==> config.mk <==
export PLATFORM = sky130hd
export DESIGN_NAME = amo_sequencer
export DESIGN_NICKNAME = d
export VERILOG_FILES = /design/src/rtl/amo_sequencer.sv
export SDC_FILE = /design/constraint.sdc
export NUM_CORES = 1
export LEC_CHECK = 0
export BUFFER_PORTS_ARGS = -buffer_cell sky130_fd_sc_hd__buf_4
export CAP_MARGIN = 10
export CELL_PAD_IN_SITES_DETAIL_PLACEMENT = 0
export CELL_PAD_IN_SITES_GLOBAL_PLACEMENT = 2
export CORE_MARGIN = 4
export CORE_UTILIZATION = 33
export CTS_CLUSTER_SIZE = 28
export DETAILED_ROUTE_END_ITERATION = 12
export HOLD_SLACK_MARGIN = 0.05
export PLACE_DENSITY = 0.87
export SYNTH_ARGS = -nofsm -noshare
export SYNTH_HDL_FRONTEND = slang
export SYNTH_SLANG_ARGS = --single-unit
==> constraint.sdc <==
create_clock -name clk -period 4.1 [get_ports clk]
set_input_delay 0.615 -clock clk [delete_from_list [all_inputs] [get_ports clk]]
set_output_delay 0.615 -clock clk [all_outputs]
set_load 0.05 [all_outputs]
==> src/rtl/amo_sequencer.sv <==
// amo_sequencer: multicycle control for RV32A LR.W / SC.W / AMO*.W.
// Walks IDLE -> READ -> WRITE -> WB. The LR/SC reservation register lives here.
// Optional feature macro: AMO_LRSC_TIMEOUT_EN. When defined, a reservation expires
// RSV_TIMEOUT cycles after the LR sets it.

`ifndef ALU_OP_WIDTH
`define ALU_OP_WIDTH 2
`endif
`ifndef ALU_OP_ADD
`define ALU_OP_ADD 2'd0
`endif
`ifndef ALU_OP_AMO
`define ALU_OP_AMO 2'd3
`endif
`ifndef AMO_OP_WIDTH
`define AMO_OP_WIDTH 4
`endif
`ifndef AMO_OP_ADD_W
`define AMO_OP_ADD_W  4'd0
`define AMO_OP_SWAP_W 4'd1
`define AMO_OP_LR_W   4'd2
`define AMO_OP_SC_W   4'd3
`define AMO_OP_XOR_W  4'd4
`define AMO_OP_OR_W   4'd5
`define AMO_OP_AND_W  4'd6
`define AMO_OP_MIN_W  4'd7
`define AMO_OP_MAX_W  4'd8
`define AMO_OP_MINU_W 4'd9
`define AMO_OP_MAXU_W 4'd10
`endif

module amo_sequencer #(
   parameter int unsigned RSV_TIMEOUT = 64
) (
   input  logic                     clk,
   input  logic                     resetn,
   input  logic                     start,
   input  logic [4:0]               funct5,
   input  logic [31:0]              addr,
   input  logic                     mem_ready,
   input  logic                     snoop_valid,
   input  logic [31:0]              snoop_addr,
   input  logic                     flush,
   output logic                     busy,
   output logic                     done,
   output logic                     illegal,
   output logic                     misaligned,
   output logic                     mem_valid,
   output logic [3:0]               mem_wstrb,
   output logic                     load_tmp,
   output logic [`ALU_OP_WIDTH-1:0] ALUOp,
   output logic [`AMO_OP_WIDTH-1:0] AMOop,
   output logic                     rd_we,
   output logic                     rd_sel_sc,
   output logic                     sc_fail
);

   typedef enum logic [1:0] {StIdle, StRead, StWrite, StWb} state_e;

   state_e                    state_q, state_d;
   logic [`AMO_OP_WIDTH-1:0]  op_q, op_d;
   logic [31:2]               addr_q, addr_d;
   logic                      sc_fail_q, sc_fail_d;
   logic                      illegal_q, illegal_d;
   logic                      misaligned_q, misaligned_d;
   logic                      rsv_valid_q, rsv_valid_d;
   logic [31:2]               rsv_addr_q, rsv_addr_d;

   logic                      dec_legal;
   logic [`AMO_OP_WIDTH-1:0]  dec_op;
   logic                      rsv_hit;
   logic                      lr_set;
   logic                      sc_leave;

`ifdef AMO_LRSC_TIMEOUT_EN
   localparam int unsigned CntW = (RSV_TIMEOUT > 1) ? $clog2(RSV_TIMEOUT + 1) : 1;
   logic [CntW-1:0]           cnt_q, cnt_d;
`else
   logic                      unused_timeout;
   assign unused_timeout = ^RSV_TIMEOUT;
`endif

   // Word-granular snoop matching; byte offset bits do not matter.
   logic unused_snoop_bits;
   assign unused_snoop_bits = ^snoop_addr[1:0];

   // Decode funct5 into the AMOop encoding and flag undefined codes.
   always_comb begin
      dec_legal = 1'b1;
      dec_op    = `AMO_OP_ADD_W;
      case (funct5)
         5'b00000: dec_op = `AMO_OP_ADD_W;
         5'b00001: dec_op = `AMO_OP_SWAP_W;
         5'b00010: dec_op = `AMO_OP_LR_W;
         5'b00011: dec_op = `AMO_OP_SC_W;
         5'b00100: dec_op = `AMO_OP_XOR_W;
         5'b01000: dec_op = `AMO_OP_OR_W;
         5'b01100: dec_op = `AMO_OP_AND_W;
         5'b10000: dec_op = `AMO_OP_MIN_W;
         5'b10100: dec_op = `AMO_OP_MAX_W;
         5'b11000: dec_op = `AMO_OP_MINU_W;
         5'b11100: dec_op = `AMO_OP_MAXU_W;
         default:  dec_legal = 1'b0;
      endcase
   end

   // SC succeeds only against a live reservation on the same word.
   assign rsv_hit = rsv_valid_q && (addr[31:2] == rsv_addr_q);

   // Next-state and output decode for the sequencer FSM.
   always_comb begin
      state_d      = state_q;
      op_d         = op_q;
      addr_d       = addr_q;
      sc_fail_d    = sc_fail_q;
      illegal_d    = 1'b0;
      misaligned_d = 1'b0;
      lr_set       = 1'b0;
      sc_leave     = 1'b0;
      busy         = 1'b0;
      done         = 1'b0;
      mem_valid    = 1'b0;
      mem_wstrb    = 4'h0;
      load_tmp     = 1'b0;
      ALUOp        = `ALU_OP_ADD;
      AMOop        = `AMO_OP_ADD_W;
      rd_we        = 1'b0;
      rd_sel_sc    = 1'b0;
      sc_fail      = 1'b0;
      unique case (state_q)
         StIdle: begin
            if (start) begin
               if (!dec_legal) begin
                  illegal_d = 1'b1;
               end else if (addr[1:0] != 2'b00) begin
                  misaligned_d = 1'b1;
               end else begin
                  op_d   = dec_op;
                  addr_d = addr[31:2];
                  if (dec_op == `AMO_OP_SC_W) begin
                     sc_leave  = 1'b1;
                     sc_fail_d = !rsv_hit;
                     state_d   = rsv_hit ? StWrite : StWb;
                  end else begin
                     state_d = StRead;
                  end
               end
            end
         end
         StRead: begin
            busy      = 1'b1;
            mem_valid = 1'b1;
            AMOop     = op_q;
            if (mem_ready) begin
               load_tmp = 1'b1;
               if (op_q == `AMO_OP_LR_W) begin
                  lr_set  = 1'b1;
                  state_d = StWb;
               end else begin
                  state_d = StWrite;
               end
            end
         end
         StWrite: begin
            busy      = 1'b1;
            mem_valid = 1'b1;
            mem_wstrb = 4'hF;
            ALUOp     = `ALU_OP_AMO;
            AMOop     = op_q;
            if (mem_ready) begin
               state_d = StWb;
               if (op_q == `AMO_OP_SC_W) sc_fail_d = 1'b0;
            end
         end
         StWb: begin
            busy      = 1'b1;
            done      = 1'b1;
            rd_we     = 1'b1;
            AMOop     = op_q;
            rd_sel_sc = (op_q == `AMO_OP_SC_W);
            sc_fail   = (op_q == `AMO_OP_SC_W) && sc_fail_q;
            state_d   = StIdle;
         end
         default: state_d = StIdle;
      endcase
   end

   assign illegal    = illegal_q;
   assign misaligned = misaligned_q;

   // Reservation update; later assignments take priority (invalidation beats set).
   always_comb begin
      rsv_valid_d = rsv_valid_q;
      rsv_addr_d  = rsv_addr_q;
`ifdef AMO_LRSC_TIMEOUT_EN
      cnt_d = cnt_q;
      if (rsv_valid_q) begin
         if (cnt_q <= CntW'(1)) rsv_valid_d = 1'b0;
         if (cnt_q != '0) cnt_d = cnt_q - CntW'(1);
      end
`endif
      if (lr_set) begin
         rsv_valid_d = 1'b1;
         rsv_addr_d  = addr_q;
`ifdef AMO_LRSC_TIMEOUT_EN
         cnt_d = CntW'(RSV_TIMEOUT);
`endif
      end
      if (sc_leave) rsv_valid_d = 1'b0;
      if (snoop_valid && (snoop_addr[31:2] == rsv_addr_d)) rsv_valid_d = 1'b0;
      if (flush) rsv_valid_d = 1'b0;
   end

   // State and control registers with synchronous active-low reset.
   always_ff @(posedge clk) begin
      if (!resetn) begin
         state_q      <= StIdle;
         op_q         <= `AMO_OP_ADD_W;
         addr_q       <= '0;
         sc_fail_q    <= 1'b0;
         illegal_q    <= 1'b0;
         misaligned_q <= 1'b0;
         rsv_valid_q  <= 1'b0;
         rsv_addr_q   <= '0;
      end else begin
         state_q      <= state_d;
         op_q         <= op_d;
         addr_q       <= addr_d;
         sc_fail_q    <= sc_fail_d;
         illegal_q    <= illegal_d;
         misaligned_q <= misaligned_d;
         rsv_valid_q  <= rsv_valid_d;
         rsv_addr_q   <= rsv_addr_d;
      end
   end

`ifdef AMO_LRSC_TIMEOUT_EN
   // Reservation lifetime counter.
   always_ff @(posedge clk) begin
      if (!resetn) cnt_q <= '0;
      else         cnt_q <= cnt_d;
   end
`endif

endmodule

After elaboration in Yosys (flattened, before gate mapping)
Index checks and enable logic that the tools add are counted.
{ "classes": {"n_mul": 0, "n_lt_le_gt_ge": 0, "n_reduce_logical": 17, "bitwise_logic": 2, "div": 0, "n_addsub": 0, "eq_ne": 25, "n_shift": 0, "muxes": 39} }
{ "op_table": {"columns": ["operator", "count"], "rows": [
  ["equality test 30 bit", 2],
  ["one-hot mux 4 bit (10 select lines)", 1],
  ["2-to-1 mux 30 bit", 1],
  ["2-to-1 mux 1 bit", 26],
  ["equality test 5 bit, second input constant", 4],
  ["2-to-1 mux 2 bit", 7],
  ["inequality test 2 bit, second input constant", 7],
  ["equality test 4 x 2 -> 1 bit, second input constant", 3],
  ["OR reduction 11 bit", 1],
  ["equality test 5 x 2 -> 1 bit, second input constant", 2],
  ["equality test 5 x 4 -> 1 bit, second input constant", 2],
  ["2-to-1 mux 4 bit", 2],
  ["one-hot mux 2 bit (4 select lines)", 1],
  ["AND reduction 4 bit", 2],
  ["AND reduction 7 bit", 1],
  ["equality test 5 x 1 -> 1 bit, second input constant", 1],
  ["equality test 5 x 3 -> 1 bit, second input constant", 1],
  ["logical NOT 5 bit", 1],
  ["AND reduction 5 bit", 1],
  ["equality test 2 bit, second input constant", 2],
  ["nonzero test 2 bit", 2],
  ["OR reduction 4 bit", 1],
  ["logical AND 1 bit", 3],
  ["AND reduction 3 bit", 1],
  ["7 further kinds", 8]
]} }
{ "word_totals": {"mem_count": 0, "ram_bits": 0, "latchBits": 0, "out_inout_bits": 19, "reg_bits": 70, "rom_bits": 0, "wordCells": 91, "in_bits": 75} }

Depth between registers and ports, before layout
Gate-level depths: netlist (run 1).
{ "logic_depth": {"depth_word": 9, "mapped_depth": 11} }

Worst setup path before layout (run 1)
No wires, ideal clock.
{ "synth_path": {"path_kind": "register to output", "startpoint": "register state_q[0]", "endpoint": "output sc_fail", "stages_incl_launch_ff": 4, "arrival_ns": 1.918, "setup_slack_ns": 1.567, "path_buffers": 0, "required_time_ns": 3.485, "path_cell_list": "dfxtp_1 -> ha_1 -> and3_1 -> and2_1"} }
{ "synth_between": {"elab_chain_len": 2} }
{ "synth_rtl": {"columns": ["item", "line_no", "source"], "rows": [
  ["from (decl)", "60", "state_e state_q, state_d;"],
  ["from (signal assigned)", "217", "state_q <= StIdle;"],
  ["from (signal assigned)", "226", "state_q <= state_d;"],
  ["equality test 2 bit", "130", "unique case (state_q)"],
  ["2-to-1 mux 1 bit", "130", null],
  ["to (decl)", "55", "output logic sc_fail"]
]} }
Every way passes these cells.

Worst setup path in the final report (run 1)
{ "layout_path": {"startpoint": "register state_q[1]", "endpoint": "register rsv_valid_q"} }
{ "layout_between": {"elab_chain_len": 6, "word_cells_on_any_way": 8, "cone_classes": "eq/ne (2); mux (3); reduce/logical (3)"} }
{ "layout_rtl": {"columns": ["item", "line_no", "source"], "rows": [
  ["equality test 2 x 1 -> 1 bit", "130", null],
  ["2-to-1 mux 1 bit", "130", null],
  ["2-to-1 mux 30 bit", "202", "if (lr_set) begin"],
  ["equality test 30 bit", "210", "if (snoop_valid && (snoop_addr[31:2] == rsv_addr_d)) rsv_valid_d = 1'b0;"],
  ["logical AND 1 bit", "210", null],
  ["OR reduction 4 bit (no line)", null, null],
  ["to (signal assigned)", "232", "rsv_valid_q <= rsv_valid_d;"],
  ["to (decl)", "66", "logic rsv_valid_q, rsv_valid_d;"]
]} }
Parallel ways exist; a longest one is shown, timed or not.
A chain may end at the register's enable or synchronous reset.

==> impl_metrics.json, run 1 <==
{
  "rsz0062_at_grt": "no",
  "period_share": 0.729,
  "outcome": "finished clean",
  "antenna_violating_nets_post_route": 0,
  "synth.yosys.seq_area_share": 0.373,
  "worst_setup_hold_path_clk_slew_ns": 0.05,
  "layout_stage_area_growth_over_the_synthesis_result_pct": 27.1,
  "cap_violations": 0,
  "cpMaxStageDelayCell": "sky130_fd_sc_hd__nand3_2",
  "critical_path_arrival_ns": 3.21,
  "area_of_the_core_region_mm2": 0.0110,
  "syn_area_per_cell_um2": 8.29,
  "fin_util": 0.435,
  "timing.clock.skew_ns": 0.00652,
  "synth_ff_type": "sky130_fd_sc_hd__dfxtp_1",
  "drt_pre_antenna_iters": 4,
  "avgViaCountPerCell": 4.96,
  "worst-setup-path-type": "register to register",
  "design_power_total_mw": 2.09,
  "ctsHoldBuffers": 0,
  "cts.root.buffer_cell": "sky130_fd_sc_hd__clkbuf_16",
  "grt_max_degree": 41,
  "count_of_unique_library_cells_instantiated_by_yosys": 49,
  "chipHeight_um": 115,
  "tritoncts.num_buffers": 9,
  "detailed_place.area_mm2": 0.00450,
  "critPathCaptureType": "register",
  "grt_remaining_overflow": 0,
  "synth_seq_cells": 70,
  "totalWireLength_mm": 11.6,
  "worst-slew-pin-transition_ns": 1.14,
  "pre_cts_slack_ns": 0.984,
  "clockPowerShare": 0.350,
  "critical_path_peak_fanout": 27,
  "synthesis.area_mm2": 0.00375,
  "cts.repair_timing.setup_buffer_count": 0,
  "power.share.switching": 0.344,
  "initial_utilization": 0.342,
  "peakVddDrop_mv": 0.224,
  "period_needed_ns": 2.99,
  "relSlewSlack": 0.242,
  "finalNonFillerCells": 676,
  "syn-instance-count": 453,
  "initial_antenna_violation_count": 0,
  "number_of_global_route_vias_before_repair": 3304,
  "io_pins": 94,
  "dr_total_vias": 3356,
  "floorplan.rows": 38,
  "worstPathCellList": "inv_1, ha_1, and2_1, nand3_2, mux2i_1, xnor2_1, nor4_1, and4_1, nor2_1",
  "slew_violations": 0,
  "yosys_warns": 0,
  "dp.final_hpwl_mm": 8.83,
  "power_frac_seq": 0.346,
  "worst_hold_path_type": "register to register",
  "comb_power_share": 0.303,
  "drt_iter0_markers": 253,
  "worst_slack_ns": 1.11,
  "drc": 0,
  "async_flop_share": 0,
  "number_of_gates_resized_after_cts": 0,
  "area_of_all_placed_cells_without_fillers_mm2": 0.00477,
  "grtUsageTotal": 0.179,
  "insertedDiodeCount": 0,
  "total_switching_power_mw": 0.719,
  "synth.net_count": 532,
  "die_area_mm2": 0.0131,
  "clock_path_buffers": 2,
  "wl_per_cell_um": 17.2,
  "synth-edff-count": 0,
  "timing.final.hold_violations": 0,
  "static-leakage-power_nw": 1.91,
  "sink_count": 70,
  "critPathRequiredTime_ns": 4.32,
  "critical_path.max_stage_delay_ns": 0.66,
  "max_freq_mhz": 335,
  "design.final.nets": 612,
  "dieWidth_um": 115,
  "internal-power_mw": 1.37,
  "clkLatencyLatePin_ns": 0.33,
  "grt_pass1_wl_mm": 17.9,
  "cellPowerDensity_mw_per_mm2": 438,
  "tns_ns": 0,
  "routabilityCongestion": 0.905,
  "placedCellCount": 662,
  "htreeDepth": 3,
  "final.hold.worst_slack_ns": 0.454,
  "io_buffer_count": 91,
  "final_setup_violation_count": 0,
  "cts_tree": "done",
  "layout-drive-gt1-share": 0.207,
  "worst_setup_path_start_kind": "register"
}
## cells by family after synthesis
logic type	after synthesis	synth area share
adder cells (fa/ha/maj)	4	0.0133
flip-flops	70	0.373
AO/OA/AOI/OAI	93	0.168
XOR/XNOR	50	0.117
AND/OR/NAND/NOR	163	0.212
buffers and inverters	54	0.0666
multiplexers	19	0.0506
## power by group through the flow
| stage | registers [mW] | clock network (mW) | logic, mW |
|---|---|---|---|
| final | 0.725 | 0.733 | 0.635 |
| after detailed placement | 0.739 | 0 | 0.640 |
| after CTS | 0.725 | 0.742 | 0.641 |
| after floorplan | 0.742 | 0 | 0.454 |
| after global placement | 0.738 | 0 | 0.638 |
| after global routing | 0.728 | 0.770 | 0.678 |
## area by class of cell
cell class,count,area [um^2]
fillers,1112,6210
multi-input cells,329,2100
flip-flops and latches,70,1400
repair buffers,95,713
clock buffers,13,270
well taps,140,175
inverters,28,105
clock inverters,1,5.00
## placed cells by master (no fill, tap or decap), types with 2 or more instances in the layout
| cell | n |
|---|---|
| sky130_fd_sc_hd__nor3_1 | 5 |
| sky130_fd_sc_hd__clkbuf_16 | 9 |
| sky130_fd_sc_hd__o22ai_1 | 11 |
| sky130_fd_sc_hd__nor2b_1 | 26 |
| sky130_fd_sc_hd__ha_1 | 4 |
| sky130_fd_sc_hd__nand2_1 | 84 |
| sky130_fd_sc_hd__xnor2_1 | 42 |
| sky130_fd_sc_hd__a31oi_1 | 3 |
| sky130_fd_sc_hd__a22o_1 | 4 |
| sky130_fd_sc_hd__buf_4 | 95 |
| sky130_fd_sc_hd__inv_1 | 28 |
| sky130_fd_sc_hd__o21ai_0 | 4 |
| sky130_fd_sc_hd__clkbuf_8 | 3 |
| sky130_fd_sc_hd__xor2_1 | 8 |
| sky130_fd_sc_hd__nor4_1 | 8 |
| sky130_fd_sc_hd__o2bb2ai_1 | 5 |
| sky130_fd_sc_hd__and2b_1 | 2 |
| sky130_fd_sc_hd__nand4_1 | 9 |
| sky130_fd_sc_hd__and2_1 | 2 |
| sky130_fd_sc_hd__and3_1 | 4 |
| sky130_fd_sc_hd__nor3b_1 | 2 |
| sky130_fd_sc_hd__dfxtp_1 | 70 |
| sky130_fd_sc_hd__a211oi_1 | 2 |
| sky130_fd_sc_hd__a221oi_1 | 2 |
| sky130_fd_sc_hd__a21boi_0 | 17 |
| sky130_fd_sc_hd__mux2i_1 | 19 |
| sky130_fd_sc_hd__a21oi_1 | 31 |
| sky130_fd_sc_hd__nand3_1 | 5 |
| sky130_fd_sc_hd__a2111oi_0 | 2 |
| sky130_fd_sc_hd__nor2_1 | 11 |
## Yosys cell counts, drive strengths merged (3+ instances only)
master	instances	area (um^2)
o22ai	11	68.8
a21oi	31	155
nand3	6	35.0
nor4	8	50.1
and2	3	18.8
nand2	84	315
a21boi	17	128
nor3	5	25.0
xor2	8	70.1
o21ai	5	25.0
nor2b	26	163
nand4	9	56.3
mux2i	19	190
a2111oi	3	32.5
xnor2	42	368
buf	9	81.3
inv	28	105
o2bb2ai	5	43.8
and3	4	25.0
a22o	4	35.0
nor2	11	41.3
ha	4	50.1
a31oi	3	18.8
dfxtp	70	1400
nor3b	3	33.8
clkbuf	17	63.8
## worst max-delay path, delay by kind of cell, from the launching register on
family	cells	cell delay [ns]
buffers and inverters	1	0.09
adders and majority gates	1	0.19
and+or+nand+nor	5	1.68
xor gates and xnor gates	1	0.10
muxes	1	0.48
DFF	1	0.32
## registers in the layout, summed over array words and instances (netlist names)
name and count:
addr_q 30, state_q 2, rsv_addr_q 30, illegal 1, op_q 4, rsv_valid_q 1
misaligned 1, sc_fail_q 1
## per-layer routing
metal  track usage  up-vias  share of wire
li1              -     1699              -
met1         0.246     1555           0.47
met2         0.283       93           0.47
met3        0.0344        9          0.054
met4        0.0530        0          0.011
met5             0        -              0
## path summary, 6_finish.rpt
check                  start          end  slack (ns)  cells after the start
setup / recovery  state_q[1]  rsv_valid_q        1.11                      9
hold / removal     addr_q[4]    addr_q[4]        0.45                      2
setup reg to reg  state_q[1]  rsv_valid_q        1.11                      9
hold reg to reg    addr_q[4]    addr_q[4]        0.45                      2
Note: power is estimated with default switching activity, not from simulation.
==> run 2, diff against run 1 <==
CORE_UTILIZATION = 28   (was 33)
PLACE_DENSITY = 0.79   (was 0.87)
clock period = 2.5 ns   (was 4.1 ns; I/O delays follow)
==> run 2 against run 1 <==
  * Register-to-register slack got worse by 0.95 ns
  * Total power is 63% higher
  * Setup slack got worse by 0.95 ns
  * Fmax rose by 28%
  * Critical endpoint unchanged
  * Final area increased by 2.8%
  * Sequential power increased by 64%
  * Global-route usage down 1.7 points
  * Clock skew fell by 0.00092 ns
  * Wire length grew 4.4%
==> impl_metrics.json, run 2 (synthesis results as in run 1) <==
{
  "outcome": "finished clean",
  "cts.repair_timing.setup_buffer_count": 0,
  "multi_input_area_mm2": 0.00212,
  "worst_hold_path.endpoint": "addr_q[13]",
  "cpMaxStageDelayCell": "sky130_fd_sc_hd__nor4_1",
  "insertedDiodeCount": 0,
  "worst_setup_hold_path_clk_slew_ns": 0.06,
  "htreeDepth": 3,
  "grtUsageTotal": 0.161,
  "critPathCaptureType": "register",
  "critical_path_peak_fanout": 18,
  "drc": 0,
  "floorplan.rows": 42,
  "tns_ns": 0,
  "top_regs": "addr_q x30, rsv_addr_q x30, op_q x4",
  "timing.clock.skew_ns": 0.00561,
  "cellPowerDensity_mw_per_mm2": 696,
  "wl_per_cell_um": 16.9,
  "static-leakage-power_nw": 1.93,
  "dr_total_vias": 3385,
  "layout_commonest_cell": "sky130_fd_sc_hd__buf_4",
  "hold_depth": 3,
  "timing.final.hold_violations": 0,
  "worst-slew-pin-transition_ns": 0.626,
  "layout_stage_area_growth_over_the_synthesis_result_pct": 30.7,
  "layout-drive-gt1-share": 0.223,
  "initial_antenna_violation_count": 0,
  "sink_count": 70,
  "timing.reg2reg.worst_path_depth": 10,
  "worstPathCellList": "inv_1, ha_1, and2_4, nand3_2, buf_12, mux2i_1, xnor2_1, nor4_1, and4_1, nor2_1",
  "avgViaCountPerCell": 4.71,
  "design.final.nets": 617,
  "io_buffer_count": 91,
  "drt_iter0_markers": 204,
  "chipHeight_um": 124,
  "max_freq_mhz": 427,
  "area_of_all_placed_cells_without_fillers_mm2": 0.00491,
  "worst-setup-path-type": "register to register",
  "dieWidth_um": 124,
  "worst_setup_path_start_kind": "register",
  "rsz0062_at_grt": "no",
  "detailed_place.area_mm2": 0.00462,
  "nFillCells": 1374,
  "ff2ff_setup_slack_ns": 0.16,
  "slew_violations": 0,
  "grt_pass1_wl_mm": 18.6,
  "number_of_global_route_vias_before_repair": 3417,
  "layout_common_cells": "sky130_fd_sc_hd__buf_4 (96), sky130_fd_sc_hd__nand2_1 (84), sky130_fd_sc_hd__dfxtp_1 (70)",
  "routabilityCongestion": 0.936,
  "grt_remaining_overflow": 0,
  "peakVddDrop_mv": 0.352,
  "dp.final_hpwl_mm": 9.38,
  "initial_utilization": 0.285,
  "relSlewSlack": 0.582,
  "antenna_violating_nets_post_route": 0,
  "regArea_mm2": 0.00140,
  "tritoncts.num_buffers": 9,
  "io_pins": 94,
  "die_area_mm2": 0.0153,
  "final_setup_violation_count": 0,
  "grt_max_degree": 40,
  "critPathRequiredTime_ns": 2.72,
  "cts_tree": "done",
  "area_of_the_core_region_mm2": 0.0132,
  "period_share": 0.937,
  "cts.root.buffer_cell": "sky130_fd_sc_hd__clkbuf_16",
  "cap_violations": 0,
  "totalWireLength_mm": 12.1,
  "drt_pre_antenna_iters": 4,
  "crit_path_start": "state_q[1]",
  "worst_hold_startpoint": "addr[13]",
  "clock_path_buffers": 2,
  "critical_path_arrival_ns": 2.56,
  "critical_path.max_stage_delay_ns": 0.40,
  "reg2reg_to": "rsv_valid_q",
  "timing.rr.start": "state_q[1]",
  "clkLatencyLatePin_ns": 0.33,
  "worst_hold_path_type": "primary input to register",
  "final.hold.worst_slack_ns": 0.300,
  "period_needed_ns": 2.34
}
[run 2: cell count changes in the layout (fill, tap and decap cells not counted), sizes merged]
cell and change:
clkinvlp +1, buf +5, clkinv +2, clkbuf -1
[run 2: metrics by stage]
stage | worst slack (ns) | std cells | total power, mW | utilization
final | 0.157 | 719 | 3.42 | 0.372
after CTS | 0.106 | 719 | 3.46 | 0.371
after global placement | 0.180 | 703 | 2.27 | 0.350
after floorplan | 0.189 | 453 | 1.96 | -
after detailed placement | 0.114 | 703 | 2.28 | 0.350
after global routing | 0.00947 | 719 | 3.58 | 0.372
[run 2: worst max-delay path, delay by kind of cell (launching register included)]
kind | cells | cell delay (ns)
AND/OR/NAND/NOR | 5 | 1.00
flip-flops | 1 | 0.36
buffers and inverters | 2 | 0.28
multiplexers | 1 | 0.27
adder cells (fa/ha/maj) | 1 | 0.22
XOR/XNOR | 1 | 0.09
[run 2: worst max path at each step]
stage / slack, ns / to / cells after the start
6_report: 0.16 / rsv_valid_q / 10
5_1_grt: 0.009 / rsv_valid_q / 10
4_1_cts: 0.11 / rsv_valid_q / 11
3_5_place_dp: 0.11 / rsv_valid_q / 10
3_3_place_gp: 0.18 / rsv_valid_q / 8
2_1_floorplan: 0.19 / rsv_valid_q / 11
[run 2: what timing repair did]
item / CTS / global route
hold buffers: 0 / 0
endpoints found under the setup margin: 0 / 1
endpoints found under the hold margin: 0 / 0
gates resized for setup: 0 / 5
[run 2: final cells by class]
class / count / area share
Multi-Input combinational cell: 329 / 0.432
Timing Repair Buffer: 100 / 0.161
Clock buffer: 12 / 0.0502
Tap cell: 176 / 0.0449
Sequential cell: 70 / 0.286
Clock inverter: 4 / 0.00459
Inverter: 28 / 0.0214
[run 2: metal layers]
metal	global-route usage	part of all wire
met1	0.219	0.46
met2	0.253	0.47
met3	0.0350	0.055
met4	0.0540	0.017
met5	0	0
[run 2: report_power, final]
group	internal [mW]	switching (mW)	leakage [nW]	total [mW]
Combinational	0.365	0.694	1.23	1.06
Clock	0.694	0.474	0.132	1.17
Sequential	1.16	0.0333	0.565	1.19
Total	2.22	1.20	1.93	3.42
